`config.mk`:
```
export PLATFORM = sky130hd
export DESIGN_NAME = scan_sequencer
export DESIGN_NICKNAME = d
export VERILOG_FILES = /design/src/rtl/scan_pkg.sv /design/src/rtl/scan_next_ch.sv /design/src/rtl/scan_sequencer.sv
export SDC_FILE = /design/constraint.sdc
export NUM_CORES = 1
export LEC_CHECK = 0
export BUFFER_PORTS_ARGS = -buffer_cell sky130_fd_sc_hd__buf_2
export CELL_PAD_IN_SITES_DETAIL_PLACEMENT = 1
export CELL_PAD_IN_SITES_GLOBAL_PLACEMENT = 2
export CORE_UTILIZATION = 35
export CTS_CLUSTER_SIZE = 12
export DETAILED_ROUTE_END_ITERATION = 12
export MAX_ROUTING_LAYER = met4
export PLACE_DENSITY_LB_ADDON = 0.1
export SLEW_MARGIN = 20
export SYNTH_ARGS = -nofsm -noshare
export SYNTH_HDL_FRONTEND = slang
export SYNTH_SLANG_ARGS = --single-unit
```
`constraint.sdc`:
```
create_clock -name clk -period 2.6 [get_ports clk]
set_input_delay 0.26 -clock clk [delete_from_list [all_inputs] [get_ports clk]]
set_output_delay 0.26 -clock clk [all_outputs]
set_load 0.005 [all_outputs]
```
`src/rtl/scan_pkg.sv`:
```
// Shared types and helpers for the scan sequencer: FSM state encoding,
// channel geometry and bit-search functions over the 8-bit channel mask.
package scan_pkg;

  localparam int NUM_CH = 8;
  localparam int SEL_W  = 3;

  typedef enum logic [1:0] {
    IDLE  = 2'd0,
    DWELL = 2'd1,
    GAP   = 2'd2
  } state_t;

  // Index of the lowest set bit; 0 when the vector is empty.
  function automatic logic [SEL_W-1:0] lowest_set(input logic [NUM_CH-1:0] v);
    lowest_set = '0;
    for (int i = NUM_CH - 1; i >= 0; i--) begin
      if (v[i]) lowest_set = SEL_W'(i);
    end
  endfunction

  // Mask with every bit strictly above idx set.
  function automatic logic [NUM_CH-1:0] above_mask(input logic [SEL_W-1:0] idx);
    above_mask = '0;
    for (int i = 0; i < NUM_CH; i++) begin
      if (i > int'(idx)) above_mask[i] = 1'b1;
    end
  endfunction

endpackage

```
`src/rtl/scan_next_ch.sv`:
```
// Combinational channel search: next enabled channel strictly above the
// current index (never wrapping) and the lowest enabled channel overall.
module scan_next_ch
  import scan_pkg::*;
(
  input  logic [NUM_CH-1:0] i_mask,
  input  logic [SEL_W-1:0]  i_cur_idx,
  output logic [SEL_W-1:0]  o_next_idx,
  output logic              o_has_next,
  output logic [SEL_W-1:0]  o_first_idx
);

  logic [NUM_CH-1:0] w_above;

  assign w_above     = i_mask & above_mask(i_cur_idx);
  assign o_has_next  = |w_above;
  assign o_next_idx  = lowest_set(w_above);
  assign o_first_idx = lowest_set(i_mask);

endmodule

```
`src/rtl/scan_sequencer.sv`:
```
// Scan sequencer: drives select/active-low enable of a 3-to-8 decoder,
// stepping ascending through the latched channel mask with a programmable
// dwell per channel and one break-before-make gap cycle between channels.
// Optional macro SCAN_LOOP_EN: repeat the frame (via a gap) until stop
// instead of returning to IDLE after the last channel.
module scan_sequencer #(
  parameter int DWELL_W = 8,
  parameter int NUM_CH  = 8
) (
  input  logic                        clk,
  input  logic                        rst_n,
  input  logic                        start,
  input  logic                        stop,
  input  logic [NUM_CH-1:0]           ch_mask,
  input  logic [DWELL_W-1:0]          dwell,
  output logic [scan_pkg::SEL_W-1:0]  s,
  output logic                        en,
  output logic                        busy,
  output logic                        ch_done,
  output logic                        frame_done
);

  import scan_pkg::*;

  state_t              r_state;
  logic [DWELL_W-1:0]  r_cnt;   // remaining dwell cycles, including the current one
  logic [DWELL_W-1:0]  r_dwl;   // latched dwell, already clamped to >= 1
  logic [NUM_CH-1:0]   r_mask;

  logic [SEL_W-1:0]    w_next_idx;
  logic [SEL_W-1:0]    w_first_idx;
  logic                w_has_next;
  logic [DWELL_W-1:0]  w_in_dwl;
  logic [SEL_W-1:0]    w_in_first;
  logic                w_in_single;
  logic                w_dwl_one;
  logic                w_next_is_last;
  logic                w_first_is_last;

  scan_next_ch u_next (
    .i_mask      (r_mask),
    .i_cur_idx   (s),
    .o_next_idx  (w_next_idx),
    .o_has_next  (w_has_next),
    .o_first_idx (w_first_idx)
  );

  // A dwell of 0 behaves like 1.
  assign w_in_dwl   = (dwell == '0) ? DWELL_W'(1) : dwell;
  assign w_in_first = lowest_set(ch_mask);
  // Single-cycle dwells pulse done on DWELL entry, so "is this the frame's
  // last channel" has to be known for the channel being entered.
  assign w_in_single     = ~|(ch_mask & above_mask(w_in_first));
  assign w_dwl_one       = (r_dwl == DWELL_W'(1));
  assign w_next_is_last  = ~|(r_mask & above_mask(w_next_idx));
  assign w_first_is_last = ~|(r_mask & above_mask(w_first_idx));

  // Sequencer FSM with dwell counter and registered decoder/status outputs.
  always_ff @(posedge clk or negedge rst_n) begin
    if (!rst_n) begin
      r_state    <= IDLE;
      r_cnt      <= '0;
      r_dwl      <= '0;
      r_mask     <= '0;
      s          <= '0;
      en         <= 1'b1;
      busy       <= 1'b0;
      ch_done    <= 1'b0;
      frame_done <= 1'b0;
    end else begin
      ch_done    <= 1'b0;
      frame_done <= 1'b0;
      case (r_state)
        IDLE: begin
          if (start && !stop && (|ch_mask)) begin
            r_mask     <= ch_mask;
            r_dwl      <= w_in_dwl;
            r_cnt      <= w_in_dwl;
            s          <= w_in_first;
            en         <= 1'b0;
            busy       <= 1'b1;
            r_state    <= DWELL;
            ch_done    <= (w_in_dwl == DWELL_W'(1));
            frame_done <= (w_in_dwl == DWELL_W'(1)) && w_in_single;
          end
        end
        DWELL: begin
          if (stop) begin
            en      <= 1'b1;
            busy    <= 1'b0;
            r_state <= IDLE;
          end else if (r_cnt == DWELL_W'(1)) begin
            en <= 1'b1;
            if (w_has_next) begin
              r_state <= GAP;
            end else begin
`ifdef SCAN_LOOP_EN
              r_state <= GAP;
`else
              busy    <= 1'b0;
              r_state <= IDLE;
`endif
            end
          end else begin
            r_cnt      <= r_cnt - DWELL_W'(1);
            ch_done    <= (r_cnt == DWELL_W'(2));
            frame_done <= (r_cnt == DWELL_W'(2)) && !w_has_next;
          end
        end
        GAP: begin
          if (stop) begin
            busy    <= 1'b0;
            r_state <= IDLE;
          end else begin
            en      <= 1'b0;
            r_cnt   <= r_dwl;
            r_state <= DWELL;
            ch_done <= w_dwl_one;
            // No channel above means a new pass (loop mode only).
            if (w_has_next) begin
              s          <= w_next_idx;
              frame_done <= w_dwl_one && w_next_is_last;
            end else begin
              s          <= w_first_idx;
              frame_done <= w_dwl_one && w_first_is_last;
            end
          end
        end
        default: r_state <= IDLE;
      endcase
    end
  end

endmodule

```
==> insert_results.sql <==
INSERT INTO impl_metrics (metric_group, metric, value, unit) VALUES
('status', 'status', 'complete, but fails checks', ''),
('status', 'violations', 'DRC', ''),
('worst_setup_path', 'timing.critical_path.from_type', 'flop', ''),
('cts', 'cts.repair_timing.setup_buffer_count', '0', ''),
('synth', 'ys_warn_count', '0', ''),
('timing', 'finalSetupTns', '0', 'ns'),
('floorplan', 'chipHeight', '84.9', 'um'),
('floorplan', 'initial_core_util', '37.0', '%'),
('detailed_routing', 'drt-total-wl', '6900', 'um'),
('timing', 'maxClockFrequency', '473', 'MHz'),
('cts', 'post_cts_hold_buffer_count', '0', ''),
('synth', 'synth_area_leader_cell', 'dfrtp_1', ''),
('detailed_routing', 'met3WireLength', '216', 'um'),
('worst_setup_path', 'timing_worst_setup_path_type', 'flop to flop', ''),
('synth', 'synth.yosys.seq_area_share', '34.4', '%'),
('detailed_routing', 'detail_route.vias_per_cell', '5.86', ''),
('synth', 'synth-edff-count', '0', ''),
('global_route', 'grt-ovfl-total', '0', ''),
('global_route', 'grt_max_degree', '34', ''),
('cts', 'cts-buffers-inserted', '5', ''),
('detailed_routing', 'drt_first_pass_iters', '10', ''),
('placement', 'globalplace.congestion', '0.862', ''),
('cts', 'cts_root_buf', 'clkbuf_8', ''),
('worst_hold_path', 'holdCritPathClass', 'input port to async pin', ''),
('finish', 'diodes', '0', ''),
('timing', 'final-max-slew-violation-count', '0', ''),
('synth', 'postSynthCellCount', '275', ''),
('cts', 'cts_buffer_depth', '2', ''),
('placement', 'detailed_place.area', '2620', 'um^2'),
('timing', 'final-setup-viol-count', '0', ''),
('synth', 'synth_area', '2410', 'um^2'),
('detailed_routing', 'vias', '2202', ''),
('finish', 'summed_area_of_non_filler_cells_in_the_final_layout', '2710', 'um^2'),
('power', 'worst_ir_drop_vdd', '0.518', 'mV'),
('detailed_routing', 'highest-signal-layer', 'met4', ''),
('synth', 'ys_top_cells_by_area', 'dfrtp_1 (33%), mux2_1 (6.6%), nor2_1 (4.4%), ha_1 (4.2%), nand2_1 (3.7%)', ''),
('floorplan', 'die_w', '84.9', 'um'),
('detailed_routing', 'drcViolationCount', '2', ''),
('detailed_routing', 'wl_met2', '2950', 'um'),
('synth', 'ys_types', '66', ''),
('floorplan', 'boundaryPins', '27', ''),
('timing', 'slew_headroom', '47.9', '%'),
('floorplan', 'placementRows', '29', ''),
('global_route', 'wire_length_of_the_first_global_routing_pass', '11900', 'um'),
('synth', 'synth.net_count', '303', ''),
('synth', 'postSynth.asyncResetShare', '100', '%'),
('finish', 'utilization', '41.7', '%'),
('power', 'powerDensity', '1290', 'nW/um^2'),
('worst_setup_path', 'critPathRequiredTime', '2.77', 'ns'),
('timing', 'tightest_slew', '0.781', 'ns'),
('timing', 'final_worst_path_cycle_share', '81.4', '%'),
('cts', 'cts_num_sinks', '33', ''),
('detailed_routing', 'ant_nets', '0', ''),
('finish', 'n_fill_cell', '789', ''),
('worst_setup_path', 'timing.critical_path.arrival', '2.29', 'ns'),
('placement', 'place_hpwl', '5280', 'um'),
('worst_setup_path', 'critical_path.endpoint_type', 'flop', ''),
('finish', 'area_growth', '12.5', '%'),
('flow_run', 'maxCapViolCount', '0', ''),
('synth', 'synthDominantCellAreaShare', '33.3', '%'),
('synth', 'synth-main-ff-cell', 'dfrtp_1', ''),
('floorplan', 'die-area', '7210', 'um^2'),
('synth', 'synth_seq_cells', '33', ''),
('timing', 'hold_violations', '0', ''),
('finish', 'layout.nets', '327', ''),
('timing', 'hold_ws', '0.0520', 'ns'),
('cts', 'cts_htree_levels', '2', ''),
('detailed_routing', 'drt_first_iter_violations', '75', ''),
('detailed_routing', 'routedWlPerCell', '18.3', 'um'),
('worst_setup_path', 'r2r_cells', '6', ''),
('finish', 'layout-drive-gt1-share', '17.4', '%');
[per-stage QoR]
| step | std cells | worst slack [ns] |
|---|---|---|
| after floorplan | 275 | 0.624 |
| after global placement | 369 | 0.513 |
| after detailed placement | 369 | 0.478 |
| after CTS | 376 | 0.469 |
| after global routing | 376 | 0.311 |
| final | 376 | 0.484 |
[worst max-delay path: stages (launching register included)]
cell and delay, ns:
dfrtp_1 0.43, or4_4 0.60, nor3_2 0.12, a21oi_1 0.14, a21o_1 0.26, nor3_2 0.13, mux2_1 0.33
[state kept, by name, indices dropped and copies added (netlist names)]
signal,cells
r_dwl,8
frame_done,1
busy,1
en,1
ch_done,1
r_state,2
r_cnt,8
s,3
r_mask,8
[power breakdown]
group,switching [W],leakage (nW),total (W),internal [W]
registers,0.000425,0.399,0.00119,0.000765
logic,0.00105,0.710,0.00189,0.000835
clock network,0.000197,0.0433,0.000406,0.000209
total,0.00168,1.15,0.00348,0.00181
[worst paths after layout]
kind | startpoint | slack [ns] | endpoint
setup / recovery | r_cnt[2] | 0.48 | busy
hold / removal | rst_n | 0.05 | busy
setup reg to reg | r_cnt[2] | 0.48 | busy
hold reg to reg | busy | 0.50 | busy
max in group asynchronous | rst_n | 2.05 | r_mask[1]
min in group clk | dwell[2] | 0.21 | r_dwl[2]
[cells in the mapped netlist (2+ instances only)]
master and instances:
a21boi_0 2, a21boi_1 3, a21oi_1 16, o21ai_1 7
ha_1 8, inv_1 16, o211ai_1 2, a21o_1 3
a311oi_1 2, nor4_1 4, a211oi_1 2, xor2_1 4
dfrtp_1 32, and3_1 3, a31oi_1 4, a221oi_1 6
o31a_1 2, nand3_1 2, a2111oi_0 2, and2_1 2
o22ai_1 4, o21ai_0 7, nor4b_1 2, or4_4 2
a221o_1 2, nor2_1 28, nor3_1 2, mux2_1 14
buf_2 4, o31ai_1 10, o22a_1 2, nor3_2 3
o311ai_1 2, nand2b_1 7, nand2_1 24, clkbuf_1 10
[cell families (layout without fill, tap and decap cells)]
family / count (synthesis) / after routing / synth area share (%)
buffers and inverters: 32 / 56 / 5.36
flip-flops: 33 / 33 / 34.4
multiplexers: 16 / 16 / 7.44
AO/OA/AOI/OAI: 91 / 91 / 26.7
XOR/XNOR: 5 / 5 / 1.82
AND/OR/NAND/NOR: 88 / 88 / 19.2
adder cells (fa/ha/maj): 10 / 10 / 5.04
[cells in the final DEF (no fill, tap or decap), types with 4 or more instances in the layout]
cell and count:
o21ai_0 7, nor4_1 4, clkbuf_8 6, buf_2 26
buf_4 6, o31ai_1 10, o21ai_1 7, dfrtp_1 32
nor2_1 28, nand2_1 24, ha_1 8, mux2_1 14
a221oi_1 6, a31oi_1 4, o22ai_1 4, xor2_1 4
nand2b_1 7, a21oi_1 16, inv_1 16
[cell type report]
class | instances | area (um^2) | share of cell area (%)
Multi-Input combinational cell | 210 | 1460 | 53.7
Clock buffer | 6 | 82.6 | 3.05
Clock inverter | 1 | 7.51 | 0.277
Timing Repair Buffer | 32 | 175 | 6.47
Sequential cell | 33 | 827 | 30.5
Tap cell | 77 | 96.3 | 3.56
Inverter | 17 | 63.8 | 2.36
[metal layers]
layer | GRT usage, % | vias up
li1 | - | 1074
met2 | 30.7 | 42
met3 | 3.31 | 4
met1 | 32.4 | 1082
met4 | 3.70 | 0
met5 | - | -
Power figures use the tool's default switching activity.
